### src/rtl/bitfile_controller.sv
// ============================================================================
// Module      : bitfile_controller
// Description : Configuration controller for the FPGA fabric model. Captures
//               an 8-bit configuration word into a holding register and
//               exposes it as four registered 2-bit control selects.
//               Optional serial shadow loading is enabled by defining the
//               macro BITFILE_SERIAL_CFG_EN.
// Revision    : 1.0 - initial release
// ============================================================================
`default_nettype none

module bitfile_controller #(
  // Configuration word width; only 8 (four 2-bit selects) is supported.
  parameter int               CFG_W     = 8,
  // Configuration register contents after reset.
  parameter logic [CFG_W-1:0] RESET_CFG = 8'h00
) (
  input  logic             CLK,
  input  logic             RST_n,
  input  logic [CFG_W-1:0] bitfile,
  input  logic             load,
  input  logic             cfg_lock,
`ifdef BITFILE_SERIAL_CFG_EN
  input  logic             cfg_shift,
  input  logic             cfg_sin,
  input  logic             cfg_serial_sel,
  output logic             cfg_sout,
`endif
  output logic [1:0]       Control_signal1,
  output logic [1:0]       Control_signal2,
  output logic [1:0]       Control_signal3,
  output logic [1:0]       Control_signal4,
  output logic             cfg_valid,
  output logic             cfg_locked,
  output logic             cfg_update
);

  // Holding register and status flags.
  logic [CFG_W-1:0] cfg_q;
  logic [CFG_W-1:0] cfg_d;
  logic             valid_q;
  logic             valid_d;
  logic             locked_q;
  logic             locked_d;
  logic             update_q;
  logic             update_d;

  // Word that an accepted load would commit.
  logic [CFG_W-1:0] load_src;
  // A load is honoured only while the lock flag is still clear.
  logic             load_accept;

`ifdef BITFILE_SERIAL_CFG_EN
  logic [CFG_W-1:0] shadow_q;
  logic [CFG_W-1:0] shadow_d;

  // Shadow shifts MSB-first regardless of the lock; a load in the same cycle
  // sees the pre-shift value because load_src reads shadow_q.
  always_comb begin
    shadow_d = shadow_q;
    if (cfg_shift) begin
      shadow_d = {shadow_q[CFG_W-2:0], cfg_sin};
    end
  end

  // Shadow shift register state.
  always_ff @(posedge CLK or negedge RST_n) begin
    if (!RST_n) begin
      shadow_q <= '0;
    end else begin
      shadow_q <= shadow_d;
    end
  end

  assign load_src = cfg_serial_sel ? shadow_q : bitfile;
  assign cfg_sout = shadow_q[CFG_W-1];
`else
  assign load_src = bitfile;
`endif

  assign load_accept = load & ~locked_q;

  // Next-state logic: commit on accepted load, flag a change, latch the lock.
  always_comb begin
    cfg_d    = cfg_q;
    valid_d  = valid_q;
    locked_d = locked_q;
    update_d = 1'b0;
    if (load_accept) begin
      cfg_d    = load_src;
      valid_d  = 1'b1;
      update_d = (load_src != cfg_q);
    end
    if (cfg_lock) begin
      locked_d = 1'b1;
    end
  end

  // Configuration register and flags; reset is asynchronous.
  always_ff @(posedge CLK or negedge RST_n) begin
    if (!RST_n) begin
      cfg_q    <= RESET_CFG;
      valid_q  <= 1'b0;
      locked_q <= 1'b0;
      update_q <= 1'b0;
    end else begin
      cfg_q    <= cfg_d;
      valid_q  <= valid_d;
      locked_q <= locked_d;
      update_q <= update_d;
    end
  end

  // Outputs are straight slices of flops, so they cannot glitch.
  assign Control_signal1 = cfg_q[1:0];
  assign Control_signal2 = cfg_q[3:2];
  assign Control_signal3 = cfg_q[5:4];
  assign Control_signal4 = cfg_q[7:6];
  assign cfg_valid       = valid_q;
  assign cfg_locked      = locked_q;
  assign cfg_update      = update_q;

endmodule

`default_nettype wire

### config.mk
export PLATFORM = sky130hd
export DESIGN_NAME = bitfile_controller
export DESIGN_NICKNAME = d
export VERILOG_FILES = /design/src/rtl/bitfile_controller.sv
export SDC_FILE = /design/constraint.sdc
export NUM_CORES = 1
export LEC_CHECK = 0
export ABC_AREA = 1
export CAP_MARGIN = 20
export CORE_UTILIZATION = 44
export DETAILED_ROUTE_END_ITERATION = 6
export PLACE_DENSITY = 0.79
export SLEW_MARGIN = 20
export SYNTH_ARGS = -nofsm -noshare
export SYNTH_HDL_FRONTEND = slang
export SYNTH_SLANG_ARGS = --single-unit
### constraint.sdc
create_clock -name CLK -period 2.3 [get_ports CLK]
set_input_delay 0.46 -clock CLK [delete_from_list [all_inputs] [get_ports CLK]]
set_output_delay 0.46 -clock CLK [all_outputs]
set_load 0.01 [all_outputs]
==> impl_metrics.env <==
export IMPL_layout_nets=119
export IMPL_postSynthRegisterBits=11
export IMPL_worst_hold_path_num_cells=2
export IMPL_cts_clk_slew_worst_paths_ns=0.07
export IMPL_power_leakage_nw=0.441
export IMPL_worstHoldPathType="reg -> reg"
export IMPL_worst_r2r_endpoint="cfg_q[7]"
export IMPL_via_count=547
export IMPL_postLayoutCellArea_um2=843
export IMPL_area_growth_syn_to_layout_pct=42.8
export IMPL_result_of_the_run="finished, final reports clean"
export IMPL_crit_arrival_ns=1.22
export IMPL_critical_path_max_fanout=4
export IMPL_skew_ns=0.00151
export IMPL_largest_vdd_supply_drop_mv=0.419
export IMPL_place_port_buffers=22
export IMPL_cts_tree="built"
export IMPL_slowest_stage_cell_crit_path="sky130_fd_sc_hd__clkdlybuf4s50_1"
export IMPL_pwr_share_comb=0.227
export IMPL_die_y_um=38.6
export IMPL_detail_route_first_pass_iterations=4
export IMPL_worstPathBufferInverterCount=1
export IMPL_yosysWarningCount=0
export IMPL_timing_reg2reg_setup_slack_ns=1.27
export IMPL_cts_hold_buf=0
export IMPL_wirelength_um=1060
export IMPL_clk_insertion_delay_late_ns=0.26
export IMPL_postSynthCellCount=81
export IMPL_postSynthNetCount=93
export IMPL_detail_routed_net_length_per_standard_cell_um=8.81
export IMPL_hold_viol=0
export IMPL_dp_hpwl_um=821
export IMPL_num_antenna_cells=0
export IMPL_mostFrequentLayoutCells="35 x sky130_fd_sc_hd__nand2_1, 22 x sky130_fd_sc_hd__clkdlybuf4s50_1, 18 x sky130_fd_sc_hd__inv_1"
export IMPL_worstSetupEndpointType="output pin"
export IMPL_power_density_nw_per_um2=529
export IMPL_post_route_period_util=0.730
export IMPL_timing_max_cap_violations=0
export IMPL_ios=23
export IMPL_initialDrtViolationCount=16
export IMPL_globalRouteTotalUtil=0.178
export IMPL_worst_pin_slew_ns=0.484
export IMPL_postCtsResizedCells=0
export IMPL_start_to_end_type_of_the_worst_setup_path="reg -> out"
export IMPL_worstHoldStart="cfg_valid"
export IMPL_finalSetupTns_ns=0
export IMPL_synthesis_area_per_instance_um2=7.29
export IMPL_total_setup_violations_reported_at_the_end_of_the_flow=0
export IMPL_area_of_the_placeable_core_um2=1170
export IMPL_clock_tree_root_cell="sky130_fd_sc_hd__clkbuf_4"
export IMPL_place_gp_congestion=0.737
export IMPL_p_seq_frac=0.488
export IMPL_p_int_mw=0.329
export IMPL_cts_sinks=11
export IMPL_critPathTopFamily="buffers and inverters"
export IMPL_detail_route_antenna_nets=0
export IMPL_finalWorstPathRequiredPeriod_ns=1.68
export IMPL_post_dp_cell_area_um2=817
export IMPL_grt_antenna_before_repair=0
export IMPL_crit_path_cell_trace="clkdlybuf4s50_1"
export IMPL_final_layout_size_suffix_gt1_frac=0.123
export IMPL_achievable_frequency_mhz=595
export IMPL_required_ns=1.84
export IMPL_routed_via_density=4.56
export IMPL_ys_seq_area_frac=0.466
export IMPL_max_slew_margin=0.676
export IMPL_cts_buffer_depth=2
export IMPL_chipWidth_um=38.6
export IMPL_crit_path_max_incr_delay_ns=0.56
export IMPL_commonest_non_fill_non_tap_cell_in_the_layout="sky130_fd_sc_hd__nand2_1"
export IMPL_worstSetupStartpointType="register"
export IMPL_initial_utilization=0.504
export IMPL_die_area_um2=1490
export IMPL_sw_frac=0.262
export IMPL_drcViolationCount=0
export IMPL_clockPowerShare=0.285
export IMPL_grt_first_pass_wirelength_um=1750
export IMPL_worst_hold_path_endpoint="cfg_valid"
export IMPL_cts_htree_levels=1
export IMPL_cts_made_buffers=3
export IMPL_grt_max_degree=19
export IMPL_post_cts_buffers=0
export IMPL_netlist_cell_type_count=8
export IMPL_regToRegStartpoint="cfg_locked"
export IMPL_fp_row_count=12
export IMPL_final_max_slew_violation_count=0
export IMPL_rsz0062_at_grt="false"
export IMPL_synth_area_um2=591
export IMPL_p_switching_mw=0.117
export IMPL_r2r_worst_path_cells=4
export IMPL_grt_pass1_vias=443
export IMPL_overflow=0
-- cell type report --
class | count | area, um^2
Tap cell | 14 | 17.5
Multi-Input combinational cell | 51 | 236
Inverter | 18 | 67.6
Sequential cell | 11 | 275
Fill cell | 103 | 328
Clock buffer | 4 | 26.3
Timing Repair Buffer | 22 | 220
-- power groups by stage --
| stage | sequential (mW) | combinational, mW | clock (mW) |
|---|---|---|---|
| after floorplan | 0.226 | 0.0417 | 0 |
| after global placement | 0.221 | 0.0998 | 0 |
| after detailed placement | 0.221 | 0.103 | 0 |
| after CTS | 0.218 | 0.103 | 0.134 |
| after global routing | 0.219 | 0.113 | 0.143 |
| final | 0.218 | 0.101 | 0.127 |
-- synth_stat cells (all sizes together) --
| cell | number | area share |
|---|---|---|
| nand2 | 36 | 0.23 |
| inv | 18 | 0.11 |
| dfrtp | 11 | 0.47 |
| o21ai | 8 | 0.12 |
| nor2 | 6 | 0.038 |
| buf | 1 | 0.019 |
| or2 | 1 | 0.011 |
-- layer usage --
metal  wire length (um)  GRT usage
met4                  0     0.0517
met1                440      0.195
met3                 88     0.0867
met5                  0          0
met2                528      0.300
-- worst max path at each step --
| stage | endpoint | start | depth (start not counted) | slack [ns] |
|---|---|---|---|---|
| after global routing | Control_signal4[1] | cfg_q[7] | 1 | 0.57 |
| after detailed placement | cfg_update | bitfile[6] | 8 | 0.74 |
| after CTS | Control_signal4[1] | cfg_q[7] | 1 | 0.60 |
| after global placement | cfg_update | bitfile[7] | 8 | 0.77 |
| after floorplan | cfg_update | bitfile[7] | 7 | 1.33 |
| final | Control_signal4[1] | cfg_q[7] | 1 | 0.62 |
-- state kept, by name, summed over array words and instances, names as in the netlist --
register,cells
cfg_q,8
cfg_locked,1
cfg_update,1
cfg_valid,1
-- worst reg2reg max path, stage by stage (launching register included) --
cell,delay (ns)
sky130_fd_sc_hd__dfrtp_1,0.39
sky130_fd_sc_hd__inv_1,0.07
sky130_fd_sc_hd__nand2_2,0.23
sky130_fd_sc_hd__nand2_1,0.18
sky130_fd_sc_hd__o21ai_2,0.06
-- metrics by stage --
step,std cells,worst slack (ns),total power [mW],util,hold WS (ns)
global route,120,0.574,0.476,0.720,0.531
finish,120,0.620,0.446,0.720,0.488
CTS,120,0.595,0.455,0.720,0.493
global placement,116,0.769,0.321,0.698,0.451
detailed placement,116,0.740,0.324,0.698,0.467
floorplan,81,1.33,0.268,-,0.164
-- cells by family after synthesis --
group / Yosys count / share of synthesized area
buffers and inverters: 19 / 0.133
flip-flops: 11 / 0.466
AO/OA/AOI/OAI: 8 / 0.119
AND/OR/NAND/NOR: 43 / 0.282
Note: power is estimated with default switching activity, not from simulation.
